==> src/rtl/sha1_padder_if.sv <==
// sha1_padder_if: message word stream in, 512-bit padded blocks and core handshake out; slave=padder, master=its environment
interface sha1_padder_if;
  logic [31:0] s_data;
  logic s_valid;
  logic s_last;
  logic [2:0] s_nbytes;
  logic s_ready;
  logic [511:0] blk_data;
  logic blk_start;
  logic blk_first;
  logic core_busy;
  logic core_done;
  logic msg_done;
  modport slave (
    input s_data, s_valid, s_last, s_nbytes, core_busy, core_done,
    output s_ready, blk_data, blk_start, blk_first, msg_done
  );
  modport master (
    output s_data, s_valid, s_last, s_nbytes, core_busy, core_done,
    input s_ready, blk_data, blk_start, blk_first, msg_done
  );
endinterface

==> src/rtl/sha1_padder.sv <==
// sha1_padder: packs a big-endian 32-bit word stream (bus.s_*) into FIPS 180-4 padded 512-bit blocks (bus.blk_*), paced by the core's busy/done, msg_done on the final digest
module sha1_padder #(
  parameter int LEN_W = 64
) (
  input logic clk,
  input logic rstn,
  sha1_padder_if.slave bus
);
  typedef enum logic [1:0] {FILL, ISSUE, WAIT, PADBLK} state_t;
  state_t st, st_d;
  logic [0:15][31:0] words, words_fill;
  logic [3:0] widx;
  logic [LEN_W-1:0] bitlen, bitlen_d;
  logic first, pad_pend, pad_mark, fin;
  logic acc, done;
  logic [2:0] n;
  logic [4:0] m;
  logic [63:0] len64;
  logic [31:0] word_i;
  assign acc = bus.s_valid && bus.s_ready;
  assign done = st == WAIT && bus.core_done;
  assign n = !bus.s_last || bus.s_nbytes > 3'd4 ? 3'd4 : bus.s_nbytes;
  assign m = {1'b0, widx} + {4'd0, n == 3'd4};
  assign bitlen_d = bitlen + LEN_W'({n, 3'b000});
  assign len64 = 64'(bitlen_d);
  // shifts by 32 yield zero, so n==4 keeps the whole word and places no marker here
  assign word_i = (bus.s_data & ~(32'hffffffff >> {n, 3'b000})) | (32'h80000000 >> {n, 3'b000});
  assign bus.blk_data = words;
  assign bus.blk_first = first;
  always_comb begin
    words_fill = words;
    for (int k = 0; k < 16; k++)
      words_fill[k] = 4'(k) == widx ? word_i : bus.s_last && n == 3'd4 && 5'(k) == m ? 32'h80000000 : words[k];
    if (bus.s_last && m <= 5'd13) begin
      words_fill[14] = len64[63:32];
      words_fill[15] = len64[31:0];
    end
  end
  always_ff @(posedge clk or negedge rstn)
    if (!rstn) st <= FILL;
    else st <= st_d;
  always_comb begin
    st_d = st;
    case (st)
      FILL: st_d = acc && (bus.s_last || widx == 4'd15) ? ISSUE : FILL;
      ISSUE: st_d = bus.core_busy ? ISSUE : WAIT;
      WAIT: st_d = !bus.core_done ? WAIT : pad_pend ? PADBLK : FILL;
      default: st_d = ISSUE;
    endcase
  end
  always_comb begin
    bus.s_ready = rstn && st == FILL;
    bus.blk_start = st == ISSUE && !bus.core_busy;
    bus.msg_done = done && fin;
  end
  always_ff @(posedge clk or negedge rstn)
    if (!rstn) begin
      widx <= '0;
      words <= '0;
      bitlen <= '0;
      first <= 1'b1;
      pad_pend <= 1'b0;
      pad_mark <= 1'b0;
      fin <= 1'b0;
    end else if (acc) begin
      widx <= widx + 4'd1;
      words <= words_fill;
      bitlen <= bitlen_d;
      fin <= bus.s_last && m <= 5'd13;
      pad_pend <= bus.s_last && m > 5'd13;
      pad_mark <= m == 5'd16;
    end else if (done) begin
      // a pending pad block rebuilds every word in PADBLK, so clearing is always safe
      first <= fin;
      widx <= '0;
      words <= '0;
      bitlen <= fin ? '0 : bitlen;
    end else if (st == PADBLK) begin
      words <= {pad_mark ? 32'h80000000 : 32'h0, 416'h0, 64'(bitlen)};
      fin <= 1'b1;
      pad_pend <= 1'b0;
    end
endmodule

==> src/flat_wrapper.sv <==
// flat-port wrapper written by rule: the top's interface ports become plain ports
module sha1_padder_flat 
#(
  parameter int LEN_W = 64
)
  (clk, rstn, bus_s_data, bus_s_valid, bus_s_last, bus_s_nbytes, bus_core_busy, bus_core_done, bus_s_ready, bus_blk_data, bus_blk_start, bus_blk_first, bus_msg_done);
  sha1_padder_if bus_i ();
  input logic clk;
  input logic rstn;
  input wire logic [$bits(bus_i.s_data)-1:0] bus_s_data;
  input wire logic [$bits(bus_i.s_valid)-1:0] bus_s_valid;
  input wire logic [$bits(bus_i.s_last)-1:0] bus_s_last;
  input wire logic [$bits(bus_i.s_nbytes)-1:0] bus_s_nbytes;
  input wire logic [$bits(bus_i.core_busy)-1:0] bus_core_busy;
  input wire logic [$bits(bus_i.core_done)-1:0] bus_core_done;
  output wire logic [$bits(bus_i.s_ready)-1:0] bus_s_ready;
  output wire logic [$bits(bus_i.blk_data)-1:0] bus_blk_data;
  output wire logic [$bits(bus_i.blk_start)-1:0] bus_blk_start;
  output wire logic [$bits(bus_i.blk_first)-1:0] bus_blk_first;
  output wire logic [$bits(bus_i.msg_done)-1:0] bus_msg_done;
  assign bus_i.s_data = bus_s_data;
  assign bus_i.s_valid = bus_s_valid;
  assign bus_i.s_last = bus_s_last;
  assign bus_i.s_nbytes = bus_s_nbytes;
  assign bus_i.core_busy = bus_core_busy;
  assign bus_i.core_done = bus_core_done;
  assign bus_s_ready = bus_i.s_ready;
  assign bus_blk_data = bus_i.blk_data;
  assign bus_blk_start = bus_i.blk_start;
  assign bus_blk_first = bus_i.blk_first;
  assign bus_msg_done = bus_i.msg_done;
  sha1_padder #(.LEN_W(LEN_W)) u_core (.clk(clk), .rstn(rstn), .bus(bus_i));
endmodule
==> config.mk <==
export PLATFORM = sky130hd
export DESIGN_NAME = sha1_padder_flat
export DESIGN_NICKNAME = d
export VERILOG_FILES = /design/src/rtl/sha1_padder_if.sv /design/src/rtl/sha1_padder.sv /design/src/flat_wrapper.sv
export SDC_FILE = /design/constraint.sdc
export NUM_CORES = 1
export LEC_CHECK = 0
export BUFFER_PORTS_ARGS = -buffer_cell sky130_fd_sc_hd__buf_2
export CAP_MARGIN = 20
export CORE_AREA = 2 2 216 218
export DETAILED_ROUTE_END_ITERATION = 10
export DIE_AREA = 0 0 218 220
export PLACE_DENSITY = 0.81
export SYNTH_ARGS = -nofsm -noshare
export SYNTH_HDL_FRONTEND = slang
export SYNTH_SLANG_ARGS = --single-unit
==> constraint.sdc <==
create_clock -name clk -period 6.1 [get_ports clk]
set_input_delay 0.915 -clock clk [delete_from_list [all_inputs] [get_ports clk]]
set_output_delay 0.915 -clock clk [all_outputs]
set_load 0.02 [all_outputs]
==> flow_metrics.env <==
export IMPL_worstPathArrival_ps=4790
export IMPL_synth_seq_cells=583
export IMPL_rows=79
export IMPL_antenna_found_initial=5
export IMPL_hold_viol=0
export IMPL_ys_seq_area_frac=0.583
export IMPL_cts_root_buf="clkbuf_16"
export IMPL_r2r_cells=9
export IMPL_synthArstFlopShare=1.00
export IMPL_fmax_ghz=0.233
export IMPL_core_um2=45900
export IMPL_fin_ws_ps=1800
export IMPL_syn_inst=2416
export IMPL_setup_tns_ps=0
export IMPL_ys_flop_type="dfrtp_1"
export IMPL_rsz0062_at_grt="false"
export IMPL_synth_cell_types=73
export IMPL_clock_latency_ps=640
export IMPL_tritoncts="yes"
export IMPL_final_util=0.661
export IMPL_cp_start_kind="input pin"
export IMPL_drc=0
export IMPL_gr_total_overflow=0
export IMPL_area_growth_pct=21.2
export IMPL_num_vias=23200
export IMPL_critPathRequiredTime_ps=6590
export IMPL_cellPowerDensity_nw_per_um2=397
export IMPL_peakVddDrop_uv=280
export IMPL_dieWidth_um=218
export IMPL_initial_utilization=0.545
export IMPL_clockBufferDepth=3
export IMPL_setup_viol=0
export IMPL_pre_cts_ws_ps=1320
export IMPL_grt_pass1_vias=22500
export IMPL_port_buffers=556
export IMPL_status="finished clean"
export IMPL_hold_path_class="input pin to asynchronous set/reset pin"
export IMPL_wl_per_cell_um=28.0
export IMPL_viasPerCell=6.59
export IMPL_die_y_um=220
export IMPL_path_max_fanout=42
export IMPL_antenna_left=0
export IMPL_drt_total_wl_um=98500
export IMPL_gp_congestion=0.999
export IMPL_crit_path_end_kind="register"
export IMPL_mostFrequentLayoutCells="dfrtp_1, buf_2, nand2_1"
export IMPL_worst_setup_path_type="input pin to register"
export IMPL_p_leak_uw=0.0146
export IMPL_tightest_slew_ps=1220
export IMPL_drive_above_1_share=0.261
export IMPL_post_route_min_period_ps=4300
export IMPL_cts_sinks=583
export IMPL_synth_nets=2468
export IMPL_avgSynthCellArea_um2=10.4
export IMPL_relSlewSlack=0.183
export IMPL_finalClockSkew_ps=26.8
export IMPL_grt_start_max_net_pins=177
export IMPL_cts_resized=0
export IMPL_final_nets=2913
export IMPL_synth_edff_count=0
export IMPL_layout_commonest_cell="dfrtp_1"
export IMPL_dieArea_um2=48000
export IMPL_dr_pass1_iters=5
export IMPL_first_iter_violations=2745
export IMPL_cts_setup_buffers=0
export IMPL_pin_count=557
export IMPL_synth_cell_area_um2=25000
export IMPL_yosysWarnings=0
export IMPL_hold_buffers=0
export IMPL_total_power_uw=12000
export IMPL_cts_made_buffers=58
export IMPL_cts_clk_slew_worst_paths_ps=60
export IMPL_maxSlewViolCount=0
export IMPL_grt_pass1_wl_um=144000
export IMPL_maxCapViolCount=0
export IMPL_htreeDepth=2
export IMPL_min_period_over_period=0.704
export IMPL_dp_hpwl_um=65300
export IMPL_gr_usage_all_layers=0.404
## path summary, 6_finish.rpt
path | start | endpoint | slack (ps)
min in group clk | u_core.bus.blk_data[75] | u_core.bus.blk_data[75] | 480
worst max-delay path | bus_s_last | u_core.bus.blk_data[36] | 1800
worst min register to register | u_core.bus.blk_data[75] | u_core.bus.blk_data[75] | 480
worst max register to register | u_core.widx[0] | u_core.bus.blk_data[36] | 2550
max in group asynchronous | rstn | u_core.bus.blk_data[230] | 3820
worst min-delay path | rstn | u_core.bitlen[50] | 190
## sequential cells by signal, indices dropped and copies added, names as in the netlist
name	count
u_core.widx	4
u_core.bitlen	61
u_core.bus.blk_data	512
u_core.st	2
u_core.pad_mark	1
u_core.pad_pend	1
u_core.bus.blk_first	1
u_core.fin	1
## layout make-up
cell class | count | area, um^2
fill | 3599 | 15500
sequential | 583 | 14600
multi-input combinational | 1581 | 9590
timing repair buffer | 615 | 3390
clock buffer | 84 | 1690
tap | 607 | 759
clock inverter | 24 | 198
inverter | 22 | 82.6
antenna | 6 | 15.0
## Yosys cell counts (11+ instances only)
cell type	count	area (um^2)
xnor2_1	14	123
and2_1	15	93.8
clkbuf_1	194	728
nand2_1	345	1290
o21ai_0	337	1690
o2bb2ai_1	248	2170
nor2_1	79	297
nand3_1	58	290
nor3_1	32	160
o32a_1	17	170
a31oi_1	52	325
buf_1	22	82.6
nand4_1	37	231
o22a_1	21	184
dfrtp_1	582	14600
inv_1	22	82.6
o31ai_1	32	240
a21oi_1	70	350
buf_2	11	55.1
nor4_1	19	119
and3_1	17	106
and4_1	16	140
o22ai_1	15	93.8
## kinds of logic (layout without fill, tap and decap cells)
kind of cell,Yosys count,count (layout),share of synthesized area
AO/OA/AOI/OAI,859,859,0.230
AND/OR/NAND/NOR,677,677,0.130
flip-flops,583,583,0.583
buffers and inverters,252,745,0.0385
XOR/XNOR,19,19,0.00665
multiplexers,15,15,0.00645
adder cells (fa/ha/maj),11,11,0.00580
other,0,6,0
## stage by stage
stage | cells | hold WS, ps | cell area, um^2
6_report | 3522 | 191 | 30300
5_1_grt | 3518 | 198 | 30300
4_1_cts | 3510 | 187 | 30200
3_5_place_dp | 3402 | 465 | 28300
3_3_place_gp | 3400 | 456 | 28200
2_1_floorplan | 2416 | 466 | 25000
## critical path: stages
cell,delay (ps)
buf_2,260
nand2b_1,490
ha_1,390
ha_1,310
nand2b_1,210
o211a_1,270
o21ai_4,630
buf_4,540
o21ai_0,180
and2_1,190
o32a_1,350
## routing by layer
layer,track usage,up-vias,part of all wire
li1,-,9713,-
met1,0.522,11500,0.37
met2,0.603,1672,0.45
met3,0.117,381,0.12
met4,0.248,0,0.060
met5,0,-,0
## power breakdown
part | internal (uW) | total (uW) | switching, uW
clock | 1970 | 3560 | 1590
sequential | 4530 | 5040 | 517
combinational | 1050 | 3440 | 2390
(Power assumes the default switching activity.)
